File: src/rtl/apb4_cmd_master.sv
// APB4 requester: queued read/write commands run as APB4 transfers with
// wait-state counting, optional timeout abort and one response per command.
module apb4_cmd_master #(
    parameter int unsigned DATA_WIDTH = 32,
    parameter int unsigned ADDR_WIDTH = 5,
    parameter int unsigned CMD_DEPTH  = 4,
    parameter int unsigned TIMEOUT    = 5000,
    parameter int unsigned WAIT_W     = 16
) (
    input  logic                          clk,
    input  logic                          rst,
    input  logic                          cmd_valid,
    output logic                          cmd_ready,
    input  logic                          cmd_write,
    input  logic [ADDR_WIDTH-1:0]         cmd_addr,
    input  logic [DATA_WIDTH-1:0]         cmd_wdata,
    input  logic [DATA_WIDTH/8-1:0]       cmd_strb,
    input  logic [2:0]                    cmd_prot,
    output logic                          rsp_valid,
    input  logic                          rsp_ready,
    output logic [DATA_WIDTH-1:0]         rsp_rdata,
    output logic [1:0]                    rsp_err,
    output logic [WAIT_W-1:0]             rsp_wait,
    output logic                          PSEL,
    output logic                          PENABLE,
    output logic                          PWRITE,
    output logic [2:0]                    PPROT,
    output logic [ADDR_WIDTH-1:0]         PADDR,
    output logic [DATA_WIDTH-1:0]         PWDATA,
    output logic [DATA_WIDTH/8-1:0]       PSTRB,
    input  logic [DATA_WIDTH-1:0]         PRDATA,
    input  logic                          PREADY,
    input  logic                          PSLVERR,
    output logic                          busy,
    output logic [$clog2(CMD_DEPTH):0]    cmd_level
);
    localparam int unsigned STRB_W = DATA_WIDTH / 8;
    localparam int unsigned PTR_W  = $clog2(CMD_DEPTH);
    localparam int unsigned LVL_W  = PTR_W + 1;

    typedef struct packed {
        logic                  write;
        logic [ADDR_WIDTH-1:0] addr;
        logic [DATA_WIDTH-1:0] wdata;
        logic [STRB_W-1:0]     strb;
        logic [2:0]            prot;
    } cmd_t;

    typedef enum logic [1:0] {IDLE, SETUP, ACCESS} state_t;

    cmd_t                  mem_q [CMD_DEPTH];
    cmd_t                  mem_d [CMD_DEPTH];
    cmd_t                  head;
    state_t                state_q, state_d;
    logic [PTR_W-1:0]      wr_ptr_q, wr_ptr_d, rd_ptr_q, rd_ptr_d;
    logic [LVL_W-1:0]      level_q, level_d;
    logic                  rdy_en_q, rdy_en_d;
    logic                  psel_q, psel_d, penable_q, penable_d, pwrite_q, pwrite_d;
    logic [2:0]            pprot_q, pprot_d;
    logic [ADDR_WIDTH-1:0] paddr_q, paddr_d;
    logic [DATA_WIDTH-1:0] pwdata_q, pwdata_d;
    logic [STRB_W-1:0]     pstrb_q, pstrb_d;
    logic [WAIT_W-1:0]     wait_cnt_q, wait_cnt_d, wait_inc;
    logic                  rsp_valid_q, rsp_valid_d;
    logic [DATA_WIDTH-1:0] rsp_rdata_q, rsp_rdata_d;
    logic [1:0]            rsp_err_q, rsp_err_d;
    logic [WAIT_W-1:0]     rsp_wait_q, rsp_wait_d;
    logic                  full, push, pop;

    // cmd_ready depends only on registered state, never on this cycle's pop
    assign full      = (level_q == LVL_W'(CMD_DEPTH));
    assign cmd_ready = rdy_en_q && !full;
    assign push      = cmd_valid && cmd_ready;
    assign pop       = (state_q == IDLE) && (level_q != '0) && (!rsp_valid_q || rsp_ready);
    assign head      = mem_q[rd_ptr_q];
    assign wait_inc  = (&wait_cnt_q) ? wait_cnt_q : wait_cnt_q + 1'b1;

    always_comb begin
        mem_d       = mem_q;
        state_d     = state_q;
        wr_ptr_d    = wr_ptr_q;
        rd_ptr_d    = rd_ptr_q;
        rdy_en_d    = 1'b1;
        psel_d      = psel_q;
        penable_d   = penable_q;
        pwrite_d    = pwrite_q;
        pprot_d     = pprot_q;
        paddr_d     = paddr_q;
        pwdata_d    = pwdata_q;
        pstrb_d     = pstrb_q;
        wait_cnt_d  = wait_cnt_q;
        rsp_valid_d = rsp_valid_q;
        rsp_rdata_d = rsp_rdata_q;
        rsp_err_d   = rsp_err_q;
        rsp_wait_d  = rsp_wait_q;

        if (push) begin
            mem_d[wr_ptr_q] = '{write: cmd_write, addr: cmd_addr, wdata: cmd_wdata,
                                strb: cmd_strb, prot: cmd_prot};
            wr_ptr_d = wr_ptr_q + 1'b1;
        end
        if (pop) begin
            rd_ptr_d = rd_ptr_q + 1'b1;
        end
        level_d = level_q + LVL_W'(push) - LVL_W'(pop);

        if (rsp_valid_q && rsp_ready) begin
            rsp_valid_d = 1'b0;
        end

        case (state_q)
            IDLE: begin
                if (pop) begin
                    state_d    = SETUP;
                    psel_d     = 1'b1;
                    penable_d  = 1'b0;
                    pwrite_d   = head.write;
                    paddr_d    = head.addr;
                    pwdata_d   = head.wdata;
                    pstrb_d    = head.write ? head.strb : '0;
                    pprot_d    = head.prot;
                    wait_cnt_d = '0;
                end
            end
            SETUP: begin
                state_d   = ACCESS;
                penable_d = 1'b1;
            end
            ACCESS: begin
                if (PREADY) begin
                    state_d     = IDLE;
                    psel_d      = 1'b0;
                    penable_d   = 1'b0;
                    rsp_valid_d = 1'b1;
                    rsp_err_d   = {1'b0, PSLVERR};
                    rsp_rdata_d = pwrite_q ? '0 : PRDATA;
                    rsp_wait_d  = wait_cnt_q;
                end else begin
                    wait_cnt_d = wait_inc;
                    if ((TIMEOUT != 0) && (32'(wait_inc) == TIMEOUT)) begin
                        state_d     = IDLE;
                        psel_d      = 1'b0;
                        penable_d   = 1'b0;
                        rsp_valid_d = 1'b1;
                        rsp_err_d   = 2'b10;
                        rsp_rdata_d = '0;
                        rsp_wait_d  = wait_inc;
                    end
                end
            end
            default: state_d = IDLE;
        endcase
    end

    always_ff @(posedge clk) begin
        mem_q <= mem_d;
    end

    always_ff @(posedge clk) begin
        if (!rst) begin
            state_q     <= IDLE;
            wr_ptr_q    <= '0;
            rd_ptr_q    <= '0;
            level_q     <= '0;
            rdy_en_q    <= 1'b0;
            psel_q      <= 1'b0;
            penable_q   <= 1'b0;
            pwrite_q    <= 1'b0;
            pprot_q     <= '0;
            paddr_q     <= '0;
            pwdata_q    <= '0;
            pstrb_q     <= '0;
            wait_cnt_q  <= '0;
            rsp_valid_q <= 1'b0;
            rsp_rdata_q <= '0;
            rsp_err_q   <= '0;
            rsp_wait_q  <= '0;
        end else begin
            state_q     <= state_d;
            wr_ptr_q    <= wr_ptr_d;
            rd_ptr_q    <= rd_ptr_d;
            level_q     <= level_d;
            rdy_en_q    <= rdy_en_d;
            psel_q      <= psel_d;
            penable_q   <= penable_d;
            pwrite_q    <= pwrite_d;
            pprot_q     <= pprot_d;
            paddr_q     <= paddr_d;
            pwdata_q    <= pwdata_d;
            pstrb_q     <= pstrb_d;
            wait_cnt_q  <= wait_cnt_d;
            rsp_valid_q <= rsp_valid_d;
            rsp_rdata_q <= rsp_rdata_d;
            rsp_err_q   <= rsp_err_d;
            rsp_wait_q  <= rsp_wait_d;
        end
    end

    assign PSEL      = psel_q;
    assign PENABLE   = penable_q;
    assign PWRITE    = pwrite_q;
    assign PPROT     = pprot_q;
    assign PADDR     = paddr_q;
    assign PWDATA    = pwdata_q;
    assign PSTRB     = pstrb_q;
    assign rsp_valid = rsp_valid_q;
    assign rsp_rdata = rsp_rdata_q;
    assign rsp_err   = rsp_err_q;
    assign rsp_wait  = rsp_wait_q;
    assign cmd_level = level_q;
    assign busy      = (level_q != '0) || (state_q != IDLE) || rsp_valid_q;
endmodule
File: config.mk
export PLATFORM = sky130hd
export DESIGN_NAME = apb4_cmd_master
export DESIGN_NICKNAME = d
export VERILOG_FILES = /design/src/rtl/apb4_cmd_master.sv
export SDC_FILE = /design/constraint.sdc
export NUM_CORES = 1
export LEC_CHECK = 0
export CORE_ASPECT_RATIO = 1.75
export CORE_MARGIN = 1
export CORE_UTILIZATION = 45
export DETAILED_ROUTE_END_ITERATION = 8
export GPL_TIMING_DRIVEN = 0
export MAX_ROUTING_LAYER = met4
export PLACE_DENSITY = 0.71
export SKIP_CTS_REPAIR_TIMING = 1
export SLEW_MARGIN = 20
export SYNTH_ARGS = -nofsm -noshare
export SYNTH_HDL_FRONTEND = slang
export SYNTH_SLANG_ARGS = --single-unit
File: constraint.sdc
create_clock -name clk -period 2.65 [get_ports clk]
set_clock_uncertainty 0.2 [all_clocks]
set_input_delay 0.3975 -clock clk [delete_from_list [all_inputs] [get_ports clk]]
set_output_delay 0.3975 -clock clk [all_outputs]
set_load 0.05 [all_outputs]
==> results of run 1 <==
Yosys cell counts, types with 2 or more instances:
| master | number |
|---|---|
| sky130_fd_sc_hd__clkbuf_1 | 38 |
| sky130_fd_sc_hd__nor2b_1 | 5 |
| sky130_fd_sc_hd__nand2_1 | 212 |
| sky130_fd_sc_hd__o21ai_0 | 23 |
| sky130_fd_sc_hd__buf_2 | 8 |
| sky130_fd_sc_hd__buf_6 | 7 |
| sky130_fd_sc_hd__a21oi_1 | 7 |
| sky130_fd_sc_hd__nand2b_1 | 5 |
| sky130_fd_sc_hd__a31oi_1 | 2 |
| sky130_fd_sc_hd__nor3_1 | 9 |
| sky130_fd_sc_hd__nand3_1 | 21 |
| sky130_fd_sc_hd__buf_1 | 7 |
| sky130_fd_sc_hd__a21boi_0 | 50 |
| sky130_fd_sc_hd__o211a_1 | 3 |
| sky130_fd_sc_hd__ha_1 | 7 |
| sky130_fd_sc_hd__nor2_1 | 24 |
| sky130_fd_sc_hd__o211ai_1 | 2 |
| sky130_fd_sc_hd__nand4_1 | 8 |
| sky130_fd_sc_hd__and3_1 | 5 |
| sky130_fd_sc_hd__xor2_1 | 9 |
| sky130_fd_sc_hd__or3_1 | 3 |
| sky130_fd_sc_hd__mux2i_1 | 51 |
| sky130_fd_sc_hd__buf_4 | 3 |
| sky130_fd_sc_hd__nor4_1 | 9 |
| sky130_fd_sc_hd__xnor2_1 | 8 |
| sky130_fd_sc_hd__nand3b_1 | 2 |
| sky130_fd_sc_hd__edfxtp_1 | 180 |
| sky130_fd_sc_hd__and2_1 | 14 |
| sky130_fd_sc_hd__mux4_2 | 45 |
| sky130_fd_sc_hd__dfxtp_1 | 124 |
| sky130_fd_sc_hd__inv_1 | 10 |
state kept, by name, summed over array words and instances, names as in the netlist:
signal,cells
rd_ptr_q,2
PWRITE,1
PPROT,3
rsp_wait,16
rsp_valid,1
mem_q,180
rsp_err,2
rdy_en_q,1
cmd_level,3
PSEL,1
PADDR,5
rsp_rdata,32
PENABLE,1
PSTRB,4
wr_ptr_q,2
wait_cnt_q,16
state_q,2
PWDATA,32
cell type report:
cell class / instances / share of cell area
diodes: 2 / 0.0003148
plain buffers: 62 / 0.02321
clock buffers: 33 / 0.04454
clock inverters: 17 / 0.01031
inverters: 10 / 0.002675
multi-input cells: 545 / 0.2575
flip-flops and latches: 304 / 0.4969
well taps: 324 / 0.02550
repair buffers: 221 / 0.1390
cell usage in the layout, fill, tap and decap left out, types with 26 or more instances in the layout:
master	instances
sky130_fd_sc_hd__mux4_2	45
sky130_fd_sc_hd__clkbuf_16	29
sky130_fd_sc_hd__clkbuf_1	39
sky130_fd_sc_hd__dfxtp_1	119
sky130_fd_sc_hd__buf_4	26
sky130_fd_sc_hd__edfxtp_1	180
sky130_fd_sc_hd__nand2_1	212
sky130_fd_sc_hd__mux2i_1	50
sky130_fd_sc_hd__a21boi_0	49
sky130_fd_sc_hd__clkdlybuf4s50_1	182
per-stage QoR:
stage | area, um^2 | worst slack, ps | TNS, ps | hold slack, ps | util
6_report | 15900 | -370.4 | -16410 | 203.5 | 0.5980
5_1_grt | 15900 | -460.6 | -21190 | 204.7 | 0.5980
4_1_cts | 15380 | -573.0 | -26200 | 141.0 | 0.5784
3_5_place_dp | 14510 | -663.3 | -34400 | 251.5 | 0.5456
3_3_place_gp | 14490 | -653.8 | -42510 | 241.4 | 0.5450
2_1_floorplan | 12240 | -86.59 | -86.59 | 225.2 | -
per-layer routing:
metal | global-route usage | vias up
li1 | - | 3833
met1 | 0.2132 | 3939
met2 | 0.4066 | 213
met3 | 0.03132 | 65
met4 | 0.09438 | 0
met5 | - | -
worst paths after layout:
| kind | to | slack (ps) |
|---|---|---|
| setup / recovery | rsp_wait[8] | -370 |
| hold / removal | rsp_rdata[30] | 200 |
| setup reg to reg | rsp_wait[8] | -370 |
| hold reg to reg | rsp_rdata[9] | 250 |
worst register-to-register path: cells and delay by family (launching register included):
family | cells | cell delay, ps
adders and majority gates | 1 | 160
xor gates and xnor gates | 1 | 140
AOI/OAI and AO/OA | 1 | 190
DFF | 1 | 370
buffers and inverters | 3 | 520
muxes | 1 | 120
and+or+nand+nor | 4 | 1220
cells by family (layout without fill, tap and decap cells):
logic type,count (synthesis),in the layout,share of synthesized area
compound gates,99,99,0.05596
xor+xnor,17,17,0.01222
fa+ha+maj,8,8,0.008830
buf+inv,75,343,0.03060
flops,304,304,0.6473
mux,97,97,0.1260
other cells,0,2,0
simple gates,324,324,0.1191
power groups by stage:
| stage | Combinational [mW] | Sequential, mW | Clock, mW |
|---|---|---|---|
| after floorplan | 1.87 | 6.92 | 0 |
| after global placement | 4.48 | 5.85 | 0 |
| after detailed placement | 4.52 | 5.87 | 0 |
| after CTS | 4.54 | 5.77 | 3.97 |
| after global routing | 5.13 | 5.80 | 4.17 |
| final | 4.80 | 5.76 | 3.88 |
==> results.txt, run 1 <==
- Required time of the critical path: 2880 ps
- From synthesis to final layout, the design area changed by 30.49%.
- WL met3: 1209 um
- CP endpoint kind: flop
* Count of routing violations after the opening detailed-route iteration: 342
* Largest cells by area after synthesis: sky130_fd_sc_hd__edfxtp_1 44%, sky130_fd_sc_hd__dfxtp_1 20%, sky130_fd_sc_hd__mux4_2 8.3%
* Worst path setup slack after routing: -370.4 ps
* Crit start category: flop
* Final layout net count: 1,262
* Slowest stage cell, crit path: sky130_fd_sc_hd__or4_4
- Multi-input gate area in the final layout: 0.004094 mm^2
- After detailed routing, the average wire length per cell comes to 19.03 um.
* Sequential cell area: 0.007901 mm^2
- Counting flops with a built-in enable in the synthesized netlist gives 180.
- Cell at the root of the clock tree: sky130_fd_sc_hd__clkbuf_16
- Dividing total power by cell area gives a power density of 908.6 mW/mm^2.
- Largest fanout on the critical path: 10
* Met1 wire length: 10,340 um
- Start point of the critical path: wait_cnt_q[1]
* Status: complete, but fails checks
- Total design power: 14.45 mW
- During placement, the flow inserted port buffers numbering 184.
* Wirelength, routed: 28,890 um
- The critical path is of the reg2reg type.
- The number of different library cells used by synthesis comes to 54.
* Hold Path Stages: 3
* Depth of the critical timing path with buffers and inverters included: 11
* Violated checks: negative setup slack
- Final number of hold-violating endpoints: 0
- Critical path data arrival time: 3250 ps
* Layout Cells excl Fill: 1,518
* Number of levels in the clock H-tree: 1
- The floorplan step set the die height to 219.7 um.
- Number of global-route vias before repair: 8,153
- Of the total power, the share spent switching nets is 0.3409.
- Post-detail-place hpwl: 19,800 um
- Core outline area: 0.02659 mm^2
* Final Setup Violations: 54
- sky130_fd_sc_hd__edfxtp_1 takes more of the synthesized area than any other cell.
- Internal power comes to 9.523 mW.
- Max Cap Viol: 0
- Across the VDD grid, the largest voltage drop is 631.6 uV.
- The synthesized netlist occupies a cell area of 0.01219 mm^2.
- Of the post-synthesis cell area, the dominant cell type holds 0.4436.
- Cell mode on critical path: sky130_fd_sc_hd__nand4_1
- The first global-routing pass estimated 43,830 um of wire.
* Kind of cell adding the most delay to the critical path: simple AND/OR/NAND/NOR gates
- Share of async-settable or async-resettable flops after synthesis: 0
* Worst min-delay path class: in2reg
- Counting both buffers and inverters, the worst setup path holds a total of 3.
* Unrepaired setup endpoints after global routing: yes
- In the routed design, unresolved DRC markers number 0.
* Via count: 8,050
- Gate Count Post-Synth: 924
* # fillers: 2,135
- The share of total power dissipated in sequential elements is 0.399.
- The share of total power dissipated in combinational logic is 0.332.
- Of the cells placed in the final design, the portion with a size suffix greater than 1 is 0.1527.
* Clock latency of the later-clocked register in the worst-skew pair: 550 ps
- The first TritonRoute pass finished after 5 iterations.
- The tree built by TritonCTS fans out to 304 sinks.
* Minimum period implied by the final worst setup slack: 3020 ps
- The count of nets left with antenna violations once routing finished came out at 0.
- Summed over all layers, the global routing overflow is 0.
* Switching power: 4.924 mW
- Slowest stage delay, CP: 640 ps
- Transition at the pin with the smallest max-transition slack: 882.8 ps
* Sequential-to-total area share from yosys stat: 0.6473
* Die width: 126.4 um
- For this design the static power due to leakage is 5.442 nW.
- Entering global routing, the biggest net connects 46 pins.
- Worst-case headroom to the max-slew limit: 0.4115
* Worst-path clk slew: 60 ps
- Crit share post-route: 1.140
- Met2 Wirelength: 16,320 um
- Final Max Slew Viols: 0
- Counting tap cells, the placed design contains a total of 1,432 instances.
- Top-Level Pins: 186
- In the synthesized netlist the dominant register cell turns out to be sky130_fd_sc_hd__edfxtp_1.
- After synthesis the netlist holds a flip-flop and latch count of 304.
* Antenna violations before repair: 2
* GP Congestion: 0.9361
- Area enclosed by the die boundary: 0.02777 mm^2
* Number of cell instances on the worst register-to-register path: 11
- Global routing usage summed across all routing layers: 0.2135
* R2r startpoint: wait_cnt_q[1]
- Highest metal used: met4
- Fmax achieved: 331.1 MHz
- Count of synthesis-stage warnings from yosys: 0
- CTS max path bufs: 3
* Effective utilization at floorplan: 0.4583
- TritonCTS built the clock tree.
- Ordered cell list for the critical path: ha_4 > nand4_4 > or4_4 > nand4_1 > xnor2_2 > nand4_1 > buf_4 > o21a_1 > buf_6 > buf_12 > mux2i_1
- After floorplanning, the core was divided into 79 placement rows.
* Total clock buffers created by CTS: 27
- Counting every net in the synthesized netlist gives 1,015.
* Average footprint of a synthesized cell: 13.19 um^2
- Of the total power, the clock network draws 0.269.
- Dividing the detail-routed via count by the number of cells gives 5.303.
- Startpoint of the most critical hold path: PRDATA[30]
Note: power is estimated with default switching activity, not from simulation.
==> run 2: changes to the inputs <==
--- a/config.mk
+++ b/config.mk
@@ -7,11 +7,10 @@
 export LEC_CHECK = 0
 export CORE_ASPECT_RATIO = 1.75
 export CORE_MARGIN = 1
-export CORE_UTILIZATION = 45
+export CORE_UTILIZATION = 35
 export DETAILED_ROUTE_END_ITERATION = 8
 export GPL_TIMING_DRIVEN = 0
 export MAX_ROUTING_LAYER = met4
-export PLACE_DENSITY = 0.71
 export SKIP_CTS_REPAIR_TIMING = 1
 export SLEW_MARGIN = 20
 export SYNTH_ARGS = -nofsm -noshare
==> run 2 against run 1 <==
The run still ends with negative setup slack left. Core utilization fell by 12 points. Critical path type unchanged. Total power grew 4.1%. Sequential power about the same. Flip-flop and latch count did not move. Final area rose by 2.9%. Via count up 0.27%.
==> results.txt, run 2 (synthesis results as in run 1) <==
* Area enclosed by the die boundary: 0.03560 mm^2
- Summing internal, switching and leakage power gives 15.03 mW.
- Sum Neg Setup Slack: -13,790 ps
- The worst hold path belongs to the class in2reg.
* Wirelength, routed: 30,810 um
* Largest fanout on the critical path: 7
- Buffers inserted during clock tree synthesis total 29.
- Count of routing violations after the opening detailed-route iteration: 363
- Number of rows created at floorplan: 90
- Largest Register: mem_q
* Flip-flop count of the largest register after layout: 180
* Via count: 8,072
* Fmax achieved: 338.3 MHz
- Critical path data arrival time: 3220 ps
* Largest net degree at the start of global routing: 46
- Effective utilization at floorplan: 0.3548
- TritonCTS built the clock tree.
- Post-detailed-route via-to-cell ratio: 4.857
- Layout cells sized above 1: 0.1717
- For this run, the post-layout net count is 1,269.
- Cell at the root of the clock tree: sky130_fd_sc_hd__clkbuf_16
* Peak VDD IR: 546.1 uV
- Number of search-and-repair iterations in the first detailed-routing pass: 6
- For this design, the sink count on the clock tree is 304.
- Unrepaired setup endpoints after global routing: yes
- The number of antenna violations at the first check in global routing is 2.
- Lkg Pwr: 5.570 nW
- Total global routing overflow: 0
- Global-route wire length before repair: 45,450 um
- Count of input and output buffers: 184
- Global routing usage summed across all routing layers: 0.1755
* Worst-path clk slew: 70 ps
- Type of the setup path with the least slack: reg2reg
- Setup violations remaining at the end of the flow were counted as 52.
- Crit share post-route: 1.115
* Core outline area: 0.03435 mm^2
- STA classifies the critical path startpoint as a flop.
- Detailed placement ended at an HPWL of 20,840 um.
* Max Cap Viol: 0
- The hold violation total from the final report is 0.
* # fillers: 3,168
- Clock latency of the later-clocked register in the worst-skew pair: 550 ps
* Top-Level Pins: 186
- In this run the deepest clock path goes through 3 buffers.
* CP endpoint kind: flop
- Power Dens Cells: 918.8 mW/mm^2
- Required time of the critical path: 2920 ps
* Area growth syn-to-layout: 34.26%
* Status: complete, but fails checks
- The worst pin sits at a relative slew slack of 0.4038.
* Final Max Slew Viols: 0
* Transition at the pin with the smallest max-transition slack: 894.3 ps
- The library cell used most frequently in the layout, excluding fill and tap cells, is sky130_fd_sc_hd__nand2_1.
- WL/cell: 18.54 um
- Once detail routing completed, the nets flagged for antenna violations numbered 0.
- GP Congestion: 0.9188
* Number of global-route vias before repair: 7,979
- The worst path in the final design needs a cycle of 2956 ps, including I/O delays and setup.
- Vertical die dimension: 248.8 um
- CTS built an H-tree with a depth of 1.
- The die is 143.1 um wide.
- In the routed design, unresolved DRC markers number 0.
- Setup slack on the critical path of the routed design comes to -305.9 ps.
- Commonest cells after routing, fill and taps aside: 211 x sky130_fd_sc_hd__nand2_1, 182 x sky130_fd_sc_hd__clkdlybuf4s50_1, 180 x sky130_fd_sc_hd__edfxtp_1
- Violated checks: negative setup slack
run 2: path summary, 6_finish.rpt:
kind / to / depth (start not counted) / slack (ps) / from
hold / removal: rsp_rdata[8] / 3 / 200 / PRDATA[8]
setup reg to reg: rsp_rdata[2] / 12 / -310 / wait_cnt_q[1]
hold reg to reg: rsp_rdata[0] / 2 / 260 / rsp_rdata[0]
setup / recovery: rsp_rdata[2] / 12 / -310 / wait_cnt_q[1]
run 2: power by group:
group | internal [mW] | total [mW] | switching [mW]
combinational | 1.85 | 4.85 | 3.01
clock | 2.62 | 4.42 | 1.80
sequential | 5.49 | 5.77 | 0.275
total | 9.96 | 15.0 | 5.08
run 2: final cells by class:
class	instances	area, um^2	area share
Buffer	62	392.9	0.02401
Clock inverter	21	270.3	0.01652
Timing Repair Buffer	226	2266	0.1385
Antenna cell	2	5.005	0.0003059
Multi-Input combinational cell	545	4153	0.2538
Sequential cell	304	7904	0.4831
Inverter	10	47.55	0.002906
Clock buffer	32	747.0	0.04566
Tap cell	460	575.6	0.03518
run 2: per-layer routing:
layer  share of wire  track usage  vias to the layer above
met1            0.36       0.1724                     3980
met4           0.039      0.07404                        0
li1                -            -                     3844
met5               0            -                        -
met2            0.57       0.3357                      187
met3           0.039      0.02268                       61
run 2: metrics by stage:
step           area, um^2  hold slack [ps]  std cells  setup WS, ps    util
2_1_floorplan       12240            225.2        924        -86.59       -
3_3_place_gp        14660            242.7       1568        -703.4  0.4269
3_5_place_dp        14680            248.0       1568        -705.6  0.4273
4_1_cts             15690            146.6       1621        -602.1  0.4569
5_1_grt             16360            183.7       1662        -407.6  0.4764
6_report            16360            204.2       1662        -305.9  0.4764
run 2: critical path, cell delays in order, from the launching register on:
cell and delay [ps]:
sky130_fd_sc_hd__dfxtp_4 370, sky130_fd_sc_hd__ha_4 180, sky130_fd_sc_hd__nand4_4 170, sky130_fd_sc_hd__or4_4 610, sky130_fd_sc_hd__nand4_1 180, sky130_fd_sc_hd__xnor2_2 150
sky130_fd_sc_hd__nand4_1 140, sky130_fd_sc_hd__buf_6 190, sky130_fd_sc_hd__o21ai_4 180, sky130_fd_sc_hd__buf_4 140, sky130_fd_sc_hd__buf_6 100, sky130_fd_sc_hd__buf_6 80
sky130_fd_sc_hd__mux2i_1 170
